### config.mk
export PLATFORM = sky130hd
export DESIGN_NAME = bb_rz_frame_scheduler
export DESIGN_NICKNAME = d
export VERILOG_FILES = /design/src/rtl/bb_rz_frame_scheduler.sv
export SDC_FILE = /design/constraint.sdc
export NUM_CORES = 1
export LEC_CHECK = 0
export CAP_MARGIN = 20
export CORE_MARGIN = 5
export CORE_UTILIZATION = 50
export CTS_CLUSTER_SIZE = 40
export DETAILED_ROUTE_END_ITERATION = 8
export PLACE_DENSITY = 0.82
export SLEW_MARGIN = 30
export SYNTH_ARGS = -nofsm -noshare
export SYNTH_HDL_FRONTEND = slang
export SYNTH_SLANG_ARGS = --single-unit
### constraint.sdc
create_clock -name clk -period 2.1 [get_ports clk]
set_input_delay 0.525 -clock clk [delete_from_list [all_inputs] [get_ports clk]]
set_output_delay 0.525 -clock clk [all_outputs]
set_load 0.02 [all_outputs]
### src/rtl/bb_rz_frame_scheduler.sv
// ---------------------------------------------------------------------------
// bb_rz_frame_scheduler
//
// Frame-level scheduler in front of the RZ/FSK baseband pulse generator.
// Bytes arrive on a valid/ready stream and are sent MSB-first onto the
// generator's bit input, one bit per RZ period (BIT_PERIOD clocks). An
// optional fixed preamble goes before each frame. An idle gap of GAP_BITS
// bit periods follows each frame. The generator's counters are restarted
// at every bit boundary. The pulse-width configuration is frozen for the
// whole frame.
//
// Build option:
//   BB_SCHED_PREAMBLE_EN  - when defined, the PREAMBLE state and the
//                           PREAMBLE_BITS / PREAMBLE_PATTERN parameters are
//                           compiled in. When undefined, IDLE goes straight
//                           to DATA.
//
// Ports:
//   clk        in   1  system clock
//   rst        in   1  synchronous active-high reset
//   cfg_pw1    in   2  pulse width 1 for the next frame
//   cfg_pw2    in   2  pulse width 2 for the next frame
//   in_data    in   8  byte to transmit
//   in_valid   in   1  in_data/in_last valid
//   in_last    in   1  byte is the last of its frame
//   in_ready   out  1  scheduler accepts the byte this cycle
//   bit_1      out  1  registered bit presented to the generator
//   pw1        out  2  frame-latched pulse width 1
//   pw2        out  2  frame-latched pulse width 2
//   gen_rst    out  1  generator counter restart
//   tx_active  out  1  frame in progress (PREAMBLE or DATA)
//   frame_done out  1  one-cycle pulse on the final gap cycle
//   underrun   out  1  one-cycle pulse when a frame is aborted for lack of data
// ---------------------------------------------------------------------------
module bb_rz_frame_scheduler #(
   parameter int BIT_PERIOD = 10,
`ifdef BB_SCHED_PREAMBLE_EN
   parameter int PREAMBLE_BITS = 8,
   parameter logic [7:0] PREAMBLE_PATTERN = 8'hAA,
`endif
   parameter int GAP_BITS = 2
) (
   input  logic       clk,
   input  logic       rst,
   input  logic [1:0] cfg_pw1,
   input  logic [1:0] cfg_pw2,
   input  logic [7:0] in_data,
   input  logic       in_valid,
   input  logic       in_last,
   output logic       in_ready,
   output logic       bit_1,
   output logic [1:0] pw1,
   output logic [1:0] pw2,
   output logic       gen_rst,
   output logic       tx_active,
   output logic       frame_done,
   output logic       underrun
);

   typedef enum logic [1:0] {
      IDLE,
      PREAMBLE,
      DATA,
      GAP
   } state_t;

   localparam logic [3:0] PER_LAST = 4'(BIT_PERIOD - 1);
   localparam logic [7:0] GAP_LAST = 8'(GAP_BITS * BIT_PERIOD - 1);

`ifdef BB_SCHED_PREAMBLE_EN
   localparam logic [2:0] PRE_LAST_IDX = 3'(8 - PREAMBLE_BITS);
   localparam state_t     FIRST_STATE  = PREAMBLE;
`else
   localparam state_t     FIRST_STATE  = DATA;
`endif

   state_t     state;
   state_t     next_state;
   logic [3:0] per_cnt;
   logic [2:0] bit_idx;
   logic [7:0] gap_cnt;
   logic [7:0] data_reg;
   logic       last_q;
   logic       bit_end;
   logic       gap_end;
   logic       accept;
   logic [2:0] idx_dn;

   assign bit_end = (per_cnt == PER_LAST);
   assign gap_end = (gap_cnt == GAP_LAST);
   assign idx_dn  = bit_idx - 3'd1;
   assign accept  = in_valid && in_ready;

   // State register; reset always lands in IDLE and drops any in-flight frame.
   always_ff @(posedge clk) begin
      if (rst) begin
         state <= IDLE;
      end else begin
         state <= next_state;
      end
   end

   // Next-state and handshake/status outputs. The only mid-frame accept slot
   // is the final cycle of bit 0, so back-to-back bytes leave no idle cycle.
   // If nothing is offered there and the frame is not finished, the frame is
   // aborted into GAP. Reset masks all strobes, so an aborted frame never
   // reports frame_done or underrun.
   always_comb begin
      next_state = state;
      in_ready   = 1'b0;
      tx_active  = 1'b0;
      gen_rst    = 1'b0;
      frame_done = 1'b0;
      underrun   = 1'b0;
      case (state)
         IDLE: begin
            in_ready = 1'b1;
            gen_rst  = 1'b1;
            if (in_valid) begin
               next_state = FIRST_STATE;
            end
         end
`ifdef BB_SCHED_PREAMBLE_EN
         PREAMBLE: begin
            tx_active = 1'b1;
            gen_rst   = (per_cnt == 4'd0);
            if (bit_end && bit_idx == PRE_LAST_IDX) begin
               next_state = DATA;
            end
         end
`endif
         DATA: begin
            tx_active = 1'b1;
            gen_rst   = (per_cnt == 4'd0);
            if (bit_end && bit_idx == 3'd0) begin
               if (last_q) begin
                  next_state = GAP;
               end else begin
                  in_ready = 1'b1;
                  if (!in_valid) begin
                     underrun   = 1'b1;
                     next_state = GAP;
                  end
               end
            end
         end
         GAP: begin
            gen_rst = 1'b1;
            if (gap_end) begin
               frame_done = 1'b1;
               next_state = IDLE;
            end
         end
         default: begin
            next_state = IDLE;
         end
      endcase
      if (rst) begin
         in_ready   = 1'b0;
         frame_done = 1'b0;
         underrun   = 1'b0;
         next_state = IDLE;
      end
   end

   // Datapath: bit timing counters, byte holding register, and the registered
   // bit output. The next bit_1 value is loaded at each bit boundary, so the
   // output is constant for a full bit period. pw1/pw2 are loaded only when a
   // frame starts and keep their value until the next frame.
   always_ff @(posedge clk) begin
      if (rst) begin
         per_cnt  <= 4'd0;
         bit_idx  <= 3'd0;
         gap_cnt  <= 8'd0;
         data_reg <= 8'd0;
         last_q   <= 1'b0;
         bit_1    <= 1'b0;
         pw1      <= 2'd0;
         pw2      <= 2'd0;
      end else begin
         case (state)
            IDLE: begin
               if (accept) begin
                  data_reg <= in_data;
                  last_q   <= in_last;
                  pw1      <= cfg_pw1;
                  pw2      <= cfg_pw2;
                  per_cnt  <= 4'd0;
                  bit_idx  <= 3'd7;
`ifdef BB_SCHED_PREAMBLE_EN
                  bit_1    <= PREAMBLE_PATTERN[7];
`else
                  bit_1    <= in_data[7];
`endif
               end
            end
`ifdef BB_SCHED_PREAMBLE_EN
            PREAMBLE: begin
               if (bit_end) begin
                  per_cnt <= 4'd0;
                  if (bit_idx == PRE_LAST_IDX) begin
                     bit_idx <= 3'd7;
                     bit_1   <= data_reg[7];
                  end else begin
                     bit_idx <= idx_dn;
                     bit_1   <= PREAMBLE_PATTERN[idx_dn];
                  end
               end else begin
                  per_cnt <= per_cnt + 4'd1;
               end
            end
`endif
            DATA: begin
               if (bit_end) begin
                  per_cnt <= 4'd0;
                  if (bit_idx != 3'd0) begin
                     bit_idx <= idx_dn;
                     bit_1   <= data_reg[idx_dn];
                  end else if (accept) begin
                     data_reg <= in_data;
                     last_q   <= in_last;
                     bit_idx  <= 3'd7;
                     bit_1    <= in_data[7];
                  end else begin
                     gap_cnt <= 8'd0;
                     bit_1   <= 1'b0;
                  end
               end else begin
                  per_cnt <= per_cnt + 4'd1;
               end
            end
            GAP: begin
               bit_1 <= 1'b0;
               if (gap_end) begin
                  gap_cnt <= 8'd0;
               end else begin
                  gap_cnt <= gap_cnt + 8'd1;
               end
            end
            default: begin
               per_cnt <= 4'd0;
            end
         endcase
      end
   end

endmodule

==> results.toml <==
[sta]
skew_ps = 8.213
max_freq_mhz = 452.0
maxSlewViolCount = 0
hold_violations = 0
min_period_ps = 2212
setup-violations-final = 2
tightest_slew_ps = 478.8
hold_ws_ps = 456.9
grt_setup_unrepaired = "true"
relSlewSlack = 0.6808
tns_ps = -176.7
setup_slack_ps = -112.4
fin_crit_sh = 1.054

[clocking]
clock_sinks = 31
path_clk_slew_ps = 60
cts_hold_buffers = 0
clk_path_buf_depth = 2
cts_made_buffers = 5
cts_tree = "yes"
clk_latency_ps = 290
h-tree-depth = 2
root_buffer = "clkbuf_8"

[yosys]
syn_nets = 272
yosysUniqueCellTypes = 52
synth_enable_flop_cells = 0
ys.flop_type = "dfxtp_1"
yosys_warnings = 0
async_reset_ff_frac = 0
ys_seq_area_frac = 0.2984
syn-cell-area_um2 = 2079
postSynthAreaPerCell_um2 = 8.488
synthCells = 245
ys_ff_latch = 31

[place]
globalplace.congestion = 0.8954
dp_slack_ps = -724.1
place_area_um2 = 2788
io_buffers = 25
dp_hpwl_um = 4006

[run_status]
status = "complete, but fails checks"
violations = "setup timing"

[setup_path]
rrSetupSlack_ps = 140
worst_setup_path_start_kind = "register"
critPathArrivalTime_ps = 1690
cp_max_fo = 3
reg2reg_to = "gap_cnt[7]"
cp.required_ps = 1570
path_class = "reg2out"
end_kind = "output port"
r2r-start = "state[1]"
reg2reg_depth = 9

[drt]
viasPerCell = 5.959
antenna_left = 0
finalWirelength_um = 5952
vias = 2205
wl_per_cell_um = 16.09
firstDrtPassIters = 4
drc = 0
first_iter_violations = 200

[global_route]
grt_pass1_vias = 2078
grt_use_total = 0.2268
grt_max_degree = 22
grt.overflow.total = 0
antenna_found_initial = 0
grt_pass1_wl_um = 9729

[hold_path]
whs_path_depth = 2
hp-class = "reg2reg"
min_to = "pw1[0]"
holdCritStartpoint = "pw1[0]"

[cells_and_area]
design_area_um2 = 2949
layout_common_cells = "buf_4, dfxtp_1, nand3_1, inv_1, clkdlybuf4s50_1"
final_layout_size_suffix_gt1_frac = 0.3094
diodes = 0
nets = 347
area_growth_pct = 41.82
mostFrequentLayoutCell = "buf_4"

[die]
die_area_um2 = 5549
core_area_um2 = 4029
die_w_um = 74.49
start_util = 0.5161
die_height_um = 74.49
ioPinCount = 26
rows = 23

[pwr]
power_density_nw_per_um2 = 836.9
peakVddDrop_uv = 370.6
leakage_nw = 1.142
finalPower_mw = 2.468

[run]
cap_violations = 0
## Yosys cell counts, drive strengths merged (5+ instances only)
| cell | count | area (um2) |
|---|---|---|
| dfxtp | 31 | 620.6 |
| inv | 23 | 86.33 |
| nand3 | 22 | 110.1 |
| a21oi | 13 | 65.06 |
| nand2 | 12 | 45.04 |
| clkbuf | 11 | 41.29 |
| ha | 11 | 137.6 |
| nor2 | 10 | 37.54 |
| o2111ai | 10 | 93.84 |
| o211ai | 8 | 65.06 |
| o32a | 8 | 80.08 |
| a211oi | 7 | 52.55 |
| o21ai | 7 | 35.03 |
| o32ai | 7 | 68.82 |
| buf | 6 | 43.79 |
| a22oi | 5 | 37.54 |
| nand2b | 5 | 31.28 |
| nor2b | 5 | 31.28 |
## per-layer routing
metal / up-vias / track usage / share of wire
met5: - / 0 / 0
met4: 0 / 0.09091 / 0.030
met3: 18 / 0.04595 / 0.046
met2: 63 / 0.3863 / 0.51
met1: 1043 / 0.2788 / 0.42
li1: 1081 / - / -
## worst max path at each step
stage          slack [ps]       end  depth (start not counted)        from
2_1_floorplan         -80  underrun                          7    state[0]
3_3_place_gp         -690  in_ready                          5         rst
3_5_place_dp         -720  in_ready                          5         rst
4_1_cts              -120  underrun                          6  per_cnt[1]
5_1_grt              -180  underrun                          6    state[0]
6_report             -110  underrun                          6  per_cnt[1]
## worst max-delay path, cell delays in order (launching register included)
cell,delay [ps]
dfxtp_2,320
inv_2,70
ha_4,150
nand4b_4,130
or4_4,520
nor2_4,100
buf_6,120
## logic make-up (layout without fill, tap and decap cells)
| logic type | count (synthesis) | after routing | synth area share |
|---|---|---|---|
| xor+xnor | 3 | 3 | 0.01264 |
| simple gates | 76 | 76 | 0.2100 |
| buf+inv | 40 | 115 | 0.08243 |
| flops | 31 | 31 | 0.2984 |
| fa+ha+maj | 11 | 11 | 0.06618 |
| compound gates | 78 | 78 | 0.2894 |
| mux | 6 | 6 | 0.04091 |
## through the flow
stage | util | std cells
floorplan | - | 245
global placement | 0.6919 | 362
detailed placement | 0.6919 | 362
CTS | 0.7236 | 370
global route | 0.7320 | 370
finish | 0.7320 | 370
## timing repair
item | in CTS | in global routing
pin swaps | 0 | 2
buffers inserted | 1 | 0
endpoints found under the setup margin | 5 | 19
resized for setup | 30 | 12
endpoints found under the hold margin | 0 | 0
## report_power, final
part           switching [mW]  total, mW  internal [mW]
registers              0.0691      0.750          0.681
logic                   0.672       1.24          0.564
clock network           0.225      0.481          0.257
total                   0.966       2.47           1.50
## final cells by class
type                            count  area (um2)
Clock buffer                        6       82.58
Clock inverter                      1       5.005
Fill cell                         297        1080
Inverter                           23       86.33
Multi-Input combinational cell    174        1380
Sequential cell                    31       626.9
Tap cell                           50       62.56
Timing Repair Buffer               85       705.7
No activity file was read; power rests on OpenSTA's default activity.
